[src/rtl/w_stream_pkg.sv]
// Shared constants for the w_stream_gen serial pattern generator:
// FSM state encodings and default widths.
package w_stream_pkg;

    localparam int PAT_W_DEF = 8;
    localparam int LEN_W_DEF = 4;
    localparam int HIT_W_DEF = 8;

    localparam logic [1:0] ST_IDLE  = 2'd0;
    localparam logic [1:0] ST_SHIFT = 2'd1;
    localparam logic [1:0] ST_DONE  = 2'd2;

endpackage

[src/rtl/w_stream_gen_if.sv]
// Load channel of w_stream_gen: pattern, length and repeat flag with a
// valid/ready handshake.
interface w_stream_gen_if #(
    parameter int PAT_W = 8,
    parameter int LEN_W = 4
);
    // A load transfers on a rising clock edge where load_valid && load_ready.
    // The master holds load_valid and the payload stable until that edge;
    // a load offered while load_ready is low is neither accepted nor queued.
    logic             load_valid;
    logic             load_ready;
    logic [PAT_W-1:0] pattern;
    logic [LEN_W-1:0] length;
    logic             repeat_en;

    modport master (
        output load_valid, pattern, length, repeat_en,
        input  load_ready
    );

    modport slave (
        input  load_valid, pattern, length, repeat_en,
        output load_ready
    );
endinterface

[src/rtl/w_stream_gen_edge_hit_counter.sv]
// Registers sig_in, detects rising edges and keeps a saturating tally of
// them. clr takes priority over a hit landing on the same edge.
module edge_hit_counter #(
    parameter int HIT_W = 8
) (
    input  logic             clock,
    input  logic             reset,
    input  logic             clr,
    input  logic             sig_in,
    output logic [HIT_W-1:0] hits
);

    logic             sig_d, sig_q;
    logic [HIT_W-1:0] hits_d, hits_q;
    logic             hit;

    always_comb begin
        sig_d  = sig_in;
        hit    = sig_in && !sig_q;
        hits_d = hits_q;
        if (clr) begin
            hits_d = '0;
        end else if (hit && (hits_q != {HIT_W{1'b1}})) begin
            hits_d = hits_q + HIT_W'(1);
        end
    end

    always_ff @(posedge clock or posedge reset) begin
        if (reset) begin
            sig_q  <= 1'b0;
            hits_q <= '0;
        end else begin
            sig_q  <= sig_d;
            hits_q <= hits_d;
        end
    end

    assign hits = hits_q;

endmodule

[src/rtl/w_stream_gen.sv]
// Serialises a loaded pattern MSB first onto w, optionally repeating with
// no gap, and tallies rising edges of the downstream counter's output.
module w_stream_gen
    import w_stream_pkg::*;
#(
    parameter int PAT_W = PAT_W_DEF,
    parameter int LEN_W = LEN_W_DEF,
    parameter int HIT_W = HIT_W_DEF
) (
    input  logic             clock,
    input  logic             reset,
    w_stream_gen_if.slave    ld,
    input  logic             stop,
    output logic             w,
    output logic             busy,
    output logic             done,
    output logic [1:0]       state,
    input  logic             count_in,
    output logic [HIT_W-1:0] count_hits
);

    logic [1:0]       state_d, state_q;
    logic             w_d, w_q;
    logic             done_d, done_q;
    logic             rep_d, rep_q;
    logic [PAT_W-1:0] shreg_d, shreg_q;
    logic [PAT_W-1:0] saved_d, saved_q;
    logic [LEN_W-1:0] rem_d, rem_q;
    logic [LEN_W-1:0] len_d, len_q;
    logic [LEN_W-1:0] eff_len;
    logic             accept;

    assign eff_len = (ld.length > LEN_W'(PAT_W)) ? LEN_W'(PAT_W) : ld.length;
    // Zero-length loads are dropped without touching any state.
    assign accept  = ld.load_valid && (state_q == ST_IDLE) && (ld.length != '0);

    always_comb begin
        state_d = state_q;
        w_d     = w_q;
        done_d  = done_q;
        rep_d   = rep_q;
        shreg_d = shreg_q;
        saved_d = saved_q;
        rem_d   = rem_q;
        len_d   = len_q;
        case (state_q)
            ST_IDLE: begin
                w_d    = 1'b0;
                done_d = 1'b0;
                if (accept) begin
                    w_d     = ld.pattern[PAT_W-1];
                    shreg_d = ld.pattern << 1;
                    saved_d = ld.pattern;
                    rem_d   = eff_len - LEN_W'(1);
                    len_d   = eff_len;
                    rep_d   = ld.repeat_en;
                    state_d = ST_SHIFT;
                end
            end
            ST_SHIFT: begin
                if (stop) begin
                    w_d     = 1'b0;
                    state_d = ST_IDLE;
                end else if (rem_q != '0) begin
                    w_d     = shreg_q[PAT_W-1];
                    shreg_d = shreg_q << 1;
                    rem_d   = rem_q - LEN_W'(1);
                end else if (rep_q) begin
                    w_d     = saved_q[PAT_W-1];
                    shreg_d = saved_q << 1;
                    rem_d   = len_q - LEN_W'(1);
                end else begin
                    w_d     = 1'b0;
                    done_d  = 1'b1;
                    state_d = ST_DONE;
                end
            end
            ST_DONE: begin
                done_d  = 1'b0;
                state_d = ST_IDLE;
            end
            default: begin
                w_d     = 1'b0;
                done_d  = 1'b0;
                state_d = ST_IDLE;
            end
        endcase
    end

    always_ff @(posedge clock or posedge reset) begin
        if (reset) begin
            state_q <= ST_IDLE;
            w_q     <= 1'b0;
            done_q  <= 1'b0;
            rep_q   <= 1'b0;
            shreg_q <= '0;
            saved_q <= '0;
            rem_q   <= '0;
            len_q   <= '0;
        end else begin
            state_q <= state_d;
            w_q     <= w_d;
            done_q  <= done_d;
            rep_q   <= rep_d;
            shreg_q <= shreg_d;
            saved_q <= saved_d;
            rem_q   <= rem_d;
            len_q   <= len_d;
        end
    end

    edge_hit_counter #(.HIT_W(HIT_W)) u_hits (
        .clock  (clock),
        .reset  (reset),
        .clr    (accept),
        .sig_in (count_in),
        .hits   (count_hits)
    );

    assign ld.load_ready = (state_q == ST_IDLE);
    assign busy          = (state_q != ST_IDLE);
    assign w             = w_q;
    assign done          = done_q;
    assign state         = state_q;

endmodule

[src/flat_wrapper.sv]
// flat-port wrapper written by rule: the top's interface ports become plain ports
module w_stream_gen_flat import w_stream_pkg::*;
#(
    parameter int PAT_W = PAT_W_DEF,
    parameter int LEN_W = LEN_W_DEF,
    parameter int HIT_W = HIT_W_DEF
)
  (clock, reset, stop, w, busy, done, state, count_in, count_hits, ld_load_valid, ld_pattern, ld_length, ld_repeat_en, ld_load_ready);
  w_stream_gen_if #(.PAT_W(PAT_W), .LEN_W(LEN_W)) ld_i ();
  input  logic clock;
  input  logic reset;
  input  logic stop;
  output logic w;
  output logic busy;
  output logic done;
  output logic [1:0] state;
  input  logic count_in;
  output logic [HIT_W-1:0] count_hits;
  input wire logic [$bits(ld_i.load_valid)-1:0] ld_load_valid;
  input wire logic [$bits(ld_i.pattern)-1:0] ld_pattern;
  input wire logic [$bits(ld_i.length)-1:0] ld_length;
  input wire logic [$bits(ld_i.repeat_en)-1:0] ld_repeat_en;
  output wire logic [$bits(ld_i.load_ready)-1:0] ld_load_ready;
  assign ld_i.load_valid = ld_load_valid;
  assign ld_i.pattern = ld_pattern;
  assign ld_i.length = ld_length;
  assign ld_i.repeat_en = ld_repeat_en;
  assign ld_load_ready = ld_i.load_ready;
  w_stream_gen #(.PAT_W(PAT_W), .LEN_W(LEN_W), .HIT_W(HIT_W)) u_core (.clock(clock), .reset(reset), .ld(ld_i), .stop(stop), .w(w), .busy(busy), .done(done), .state(state), .count_in(count_in), .count_hits(count_hits));
endmodule
[config.mk]
export PLATFORM = sky130hd
export DESIGN_NAME = w_stream_gen_flat
export DESIGN_NICKNAME = d
export VERILOG_FILES = /design/src/rtl/w_stream_pkg.sv /design/src/rtl/w_stream_gen_if.sv /design/src/rtl/w_stream_gen_edge_hit_counter.sv /design/src/rtl/w_stream_gen.sv /design/src/flat_wrapper.sv
export SDC_FILE = /design/constraint.sdc
export NUM_CORES = 1
export LEC_CHECK = 0
export CAP_MARGIN = 10
export CORE_ASPECT_RATIO = 0.7
export CORE_MARGIN = 2
export CORE_UTILIZATION = 56
export DETAILED_ROUTE_END_ITERATION = 8
export GPL_ROUTABILITY_DRIVEN = 1
export GPL_TIMING_DRIVEN = 1
export HOLD_SLACK_MARGIN = 0.12
export PLACE_DENSITY = 0.8
export SETUP_SLACK_MARGIN = 0.15
export SYNTH_ARGS = -nofsm -noshare
export SYNTH_HDL_FRONTEND = slang
export SYNTH_SLANG_ARGS = --single-unit
[constraint.sdc]
create_clock -name clock -period 6.08 [get_ports clock]
set_clock_uncertainty 0.2 [all_clocks]
set_input_delay 0.608 -clock clock [delete_from_list [all_inputs] [get_ports clock]]
set_output_delay 0.608 -clock clock [all_outputs]
set_load 0.05 [all_outputs]
# Word-level counts from Yosys, hierarchy flattened
# Index checks and enable logic that the tools add are counted.
# W data, S select, Z words.
[word_totals]
wordCells = 67
ff_bits = 38
inputBits = 18
[op_classes]
order_cmp = 1
n_reduce_logical = 15
n_mux = 27
n_addsub = 4
eq_ne = 10
[op_table]
columns = ["operator", "count"]
rows = [
  ["$mux W8", 6],
  ["$mux W4", 5],
  ["$pmux W8 S2", 1],
  ["$sub A4 B1 Y4 const B", 3],
  ["$add A8 B1 Y8 const B", 1],
  ["$mux W1", 8],
  ["$mux W2", 4],
  ["$ne A8 B8 Y1 const B", 1],
  ["$pmux W4 S2", 1],
  ["$reduce_bool A4 Y1", 2],
  ["$ne A2 B2 Y1 const B", 3],
  ["$ne A3 B3 Y1 const B", 2],
  ["$reduce_and A3 Y1", 2],
  ["$reduce_bool A2 Y1", 3],
  ["$gt A4 B4 Y1 const B", 1],
  ["$logic_and A1 B1 Y1", 4],
  ["$pmux W2 S2", 1],
  ["$reduce_and A4 Y1", 1],
  ["$ne A3 B1 Y1 const B", 1],
  ["$pmux W1 S3", 1],
  ["$eq A2 B1 Y1 const B", 1],
  ["$eq A2 B2 Y1 const B", 1],
  ["$logic_not A2 Y1", 1],
  ["$ne A2 B1 Y1 const B", 1],
  ["other kinds (2)", 2],
]

# Depth between registers and ports, before layout
[depth]
ltp_word = 5
mapped_depth = 8
depth_no_buf = 6

# By module
# A second synthesis with hierarchy kept.
[unflattened]
hier_cells = 198
area_unflattened_um2 = 1886.8
[by_module_without_submodules]
columns = ["module", "area_per_inst_um2", "seq_area_each_um2", "cells_per_inst", "n_inst"]
rows = [
  ["w_stream_gen", 1421.4, 700.7, 153, 1],
  ["edge_hit_counter", 465.4, 225.2, 45, 1],
]

# Least setup slack after synthesis
# OpenSTA, ideal clock, no wires.
[synth_path]
path_type = "reg2out"
start = "register u_core.state_q[1], in the netlist u_core.state[1]"
end = "output port busy"
path_buffers = 0
path_slack_ps = 3284
stages_incl_launch_ff = 3
arrival_ps = 1988
cell_sequence = "dfrtp_1 nor2_1 inv_1"
[synth_between]
elab_chain_cells = 1
[synth_lines]
columns = ["item", "line", "source"]
rows = [
  ["start: declaration", "w_stream_gen.sv:22", "logic [1:0] state_d, state_q;"],
  ["start signal: assignment", "w_stream_gen.sv:101", "state_q <= state_d;"],
  ["$reduce_bool A2 Y1", "w_stream_gen.sv:121", "assign busy = (state_q != ST_IDLE);"],
  ["end: declaration", "flat_wrapper.sv:14", "output logic busy;"],
]
# No other way between the ends.

# Worst setup path in the final report
[layout_path]
start = "input port ld_length[1]"
end = "register u_core.shreg_q[7]"
[layout_between]
elab_chain_cells = 4
[layout_lines]
columns = ["item", "line", "source"]
rows = [
  ["start: declaration", "flat_wrapper.sv:21", "input wire logic [$bits(ld_i.length)-1:0] ld_length;"],
  ["$reduce_bool A4 Y1", "w_stream_gen.sv:35", "assign accept = ld.load_valid && (state_q == ST_IDLE) && (ld.length != '0);"],
  ["$logic_and A1 B1 Y1", "w_stream_gen.sv:35", ""],
  ["$ne A2 B1 Y1 (no line)", "--", ""],
  ["$reduce_and A4 Y1 (no line)", "--", ""],
  ["end signal: assignment", "w_stream_gen.sv:105", "shreg_q <= shreg_d;"],
  ["end: declaration", "w_stream_gen.sv:26", "logic [PAT_W-1:0] shreg_d, shreg_q;"],
]
# No other way between the ends.
# A chain may end at the register's enable or synchronous reset.

==> impl_metrics.yaml <==
setup_path:
  delay_of_the_slowest_cell_on_the_worst_path_ns: 0.65
  critPathSlowestCell: "sky130_fd_sc_hd__o311ai_4"
  crit_path_cell_trace: "clkdlybuf4s50_1 -> or2_2 -> o311ai_4 -> o31ai_4 -> mux2_2"
  worstSetupStartpoint: "ld_length[1]"
  cp_max_fo: 17
  setup.worst_path.class: "input port to flop"
  worst_ep_arrival_time_ns: 2.85
  regToRegSetupSlack_ns: 3.69
  cpLargestDelayFamily: "compound AO/OA/AOI/OAI gates"
  end_kind: "flop"
  critical_path.reg2reg.endpoint: "u_core.shreg_q[7]$_DFFE_PP0P_"
  rr_worst_depth: 4
  worst-path-buf-inv: 1
  startpoint_types: "input port"
  critical_path_required_ns: 6.05
  critical_path.reg2reg.startpoint: "u_core.rem_q[3]$_DFFE_PP0P_"
synth:
  largest_area_contributor_in_the_netlist: "sky130_fd_sc_hd__dfrtp_1"
  ys_warn_count: 0
  synthTopCellsByArea: "sky130_fd_sc_hd__dfrtp_1 (49%), sky130_fd_sc_hd__nand2_1 (11%), sky130_fd_sc_hd__nor2_1 (4.6%)"
  synthDistinctLibCells: 43
  synth.top_cell.area_share: 0.494
  ys_seq_elements: 37
  syn_area_mm2: 0.00187
  synthCells: 202
  ys_async_sr_fraction: 1.00
  dominantRegCellSynth: "sky130_fd_sc_hd__dfrtp_1"
  synth_enable_flop_cells: 0
  synth.net_count: 221
  postSynthAreaPerCell_um2: 9.28
  synth.yosys.seq_area_share: 0.494
sta:
  unrepaired_setup_endpoints_after_global_routing: "false"
  fmax_mhz: 348
  worst-slew-pin-transition_ns: 1.03
  setup-violations-final: 0
  accumulated_negative_setup_slack_ns: 0
  slew_violations: 0
  worst_slew_margin_rel: 0.307
  ratio_of_final_minimum_period_to_clock_period: 0.472
  post-route-min-period_ns: 2.87
  timing_hold_violations_final: 0
cts:
  cts_resized: 0
  cts-hold-fix-buffers: 0
  cts_tree: "yes"
  postCtsSetupBuffers: 0
  clk-insertion-delay-late_ns: 0.29
  clk_root_buffer_cell: "sky130_fd_sc_hd__clkbuf_8"
  cts_buffers: 5
  clockBufferDepth: 2
  htree_levels: 2
  path_clk_slew_ns: 0.07
  count_of_clock_tree_sinks: 37
floorplan:
  die_area_mm2: 0.00383
  die_width_um: 73.1
  die_height_um: 52.4
  initial_core_util: 0.591
  top_level_ports: 32
  std_cell_rows: 17
  design.core.area_mm2: 0.00317
outcome:
  outcome: "finished clean"
hold_path:
  min_path_type: "flop to flop"
  hold_end: "u_core.saved_q[0]$_DFFE_PP0P_"
  depth_of_the_worst_hold_timing_path: 2
  hold_path.startpoint: "u_core.saved_q[0]$_DFFE_PP0P_"
global_routing:
  via_count_of_the_first_global_routing_pass: 1469
  antenna_found_initial: 0
  largest_net_degree_at_the_start_of_global_routing: 38
  grt_util_all_layers: 0.260
  overflow: 0
  global_route_wire_length_before_repair_um: 7200
power:
  power.share.clock: 0.200
  total_power_w: 0.000831
  power.share.combinational: 0.340
  power_switching_w: 0.000321
  switching_share: 0.387
  cell_internal_pwr_w: 0.000509
  worst_case_vdd_ir_drop_v: 0.000225
  total_power_density_per_cell_area_mw_per_mm2: 365
  sequentialPowerShare: 0.460
  reported_leakage_power_nw: 0.997
detailed_routing:
  drtIter0Drc: 198
  drt-total-wl_um: 4360
  drt_pass1_iterations: 4
  antenna_left: 0
  wl_per_cell_um: 16.1
  drt_drc_violations_left: 0
  post_drt_via_cell_ratio: 5.74
  via_count: 1556
finish:
  area.growth.synth_to_final_pct: 21.4
  insertedDiodeCount: 0
  final_net_count: 251
  drive_above_1_share: 0.0858
placement:
  finalWeightedCongestion: 0.812
  dpl.hpwl_um: 2980
  place.port_buffers: 31
job:
  max_cap_viol_count: 0
==> power by group through the flow <==
| stage | combinational [W] | sequential [W] | clock (W) |
|---|---|---|---|
| global placement | 0.000265 | 0.000378 | 0 |
| floorplan | 0.000184 | 0.000394 | 0 |
| detailed placement | 0.000278 | 0.000384 | 0 |
| finish | 0.000282 | 0.000382 | 0.000166 |
| CTS | 0.000282 | 0.000380 | 0.000168 |
| global route | 0.000310 | 0.000392 | 0.000177 |
==> how the worst max path moves through the flow <==
stage	end	slack, ns	cells after the start
floorplan	busy	3.28	2
global placement	u_core.shreg_q[3]$_DFFE_PP0P_	3.03	5
detailed placement	u_core.shreg_q[7]$_DFFE_PP0P_	2.92	5
CTS	u_core.shreg_q[7]$_DFFE_PP0P_	3.23	5
global route	u_core.shreg_q[7]$_DFFE_PP0P_	3.11	5
finish	u_core.shreg_q[7]$_DFFE_PP0P_	3.21	5
==> kinds of logic after synthesis <==
family	after synthesis	synth area share
mux	7	0.0414
compound gates	33	0.132
flops	37	0.494
fa+ha+maj	1	0.00667
simple gates	101	0.246
buf+inv	14	0.0374
xor+xnor	9	0.0421
==> final cells by class <==
| type | count | area, µm² |
|---|---|---|
| inverter | 4 | 15.0 |
| multi-input combinational | 151 | 878 |
| fill | 238 | 895 |
| tap | 38 | 47.5 |
| clock inverter | 2 | 10.0 |
| clock buffer | 6 | 72.6 |
| sequential | 37 | 926 |
| timing repair buffer | 33 | 325 |
==> synthesized netlist by cell type (2+ instances only) <==
cell and number:
sky130_fd_sc_hd__a21oi_1 4, sky130_fd_sc_hd__mux2_2 6, sky130_fd_sc_hd__inv_1 4, sky130_fd_sc_hd__xnor2_1 8, sky130_fd_sc_hd__a31oi_1 8, sky130_fd_sc_hd__nor3_1 3
sky130_fd_sc_hd__nor2_1 23, sky130_fd_sc_hd__nand3_1 5, sky130_fd_sc_hd__buf_2 2, sky130_fd_sc_hd__buf_6 2, sky130_fd_sc_hd__nand2b_1 3, sky130_fd_sc_hd__o211ai_1 2
sky130_fd_sc_hd__dfrtp_1 37, sky130_fd_sc_hd__nor2b_1 2, sky130_fd_sc_hd__a211o_1 2, sky130_fd_sc_hd__a21o_1 2, sky130_fd_sc_hd__o21ai_0 7, sky130_fd_sc_hd__nand2_1 53
sky130_fd_sc_hd__clkbuf_1 5
==> tightest hold or removal path, cell delays in order, from the launching register on <==
cell and delay (ns):
sky130_fd_sc_hd__dfrtp_1 0.35, sky130_fd_sc_hd__nand2_1 0.05, sky130_fd_sc_hd__nand2_1 0.05
==> registers in the layout, summed over array words and instances (netlist names) <==
register             flops
u_core.done              1
u_core.len_q             4
u_core.rem_q             4
u_core.rep_q             1
u_core.saved_q           8
u_core.shreg_q           7
u_core.state             2
u_core.u_hits.hits       8
u_core.u_hits.sig_q      1
u_core.w                 1
==> cells in the final DEF (no fill, tap or decap), types with 2 or more instances in the layout <==
master / instances
sky130_fd_sc_hd__nand3_1: 5
sky130_fd_sc_hd__clkinv_2: 2
sky130_fd_sc_hd__o211ai_1: 2
sky130_fd_sc_hd__a211o_1: 2
sky130_fd_sc_hd__clkdlybuf4s50_1: 31
sky130_fd_sc_hd__dfrtp_1: 37
sky130_fd_sc_hd__nand2_1: 53
sky130_fd_sc_hd__buf_4: 2
sky130_fd_sc_hd__clkbuf_8: 5
sky130_fd_sc_hd__nor2b_1: 2
sky130_fd_sc_hd__a21oi_1: 4
sky130_fd_sc_hd__a31oi_1: 8
sky130_fd_sc_hd__nand2b_1: 3
sky130_fd_sc_hd__nor3_1: 3
sky130_fd_sc_hd__inv_1: 4
sky130_fd_sc_hd__mux2_2: 6
sky130_fd_sc_hd__xnor2_1: 8
sky130_fd_sc_hd__a21o_1: 2
sky130_fd_sc_hd__o21ai_0: 7
sky130_fd_sc_hd__nor2_1: 23
==> metrics by stage <==
step	hold slack [ns]	cells	area, µm²	worst slack [ns]	utilization
after floorplan	0.241	202	1870	3.28	-
after global routing	0.319	271	2270	3.11	0.718
after detailed placement	0.262	263	2190	2.92	0.692
after global placement	0.259	263	2190	3.03	0.692
after CTS	0.280	271	2270	3.23	0.718
final	0.279	271	2270	3.21	0.718
==> per-layer routing <==
metal	wire length, µm	share of wire	vias to the layer above	global-route usage
met4	19	0.0044	0	0.120
met2	2090	0.48	60	0.401
met3	288	0.066	2	0.0538
met1	1970	0.45	747	0.353
li1	-	-	747	-
met5	0	0	-	0
Power figures use the tool's default switching activity.
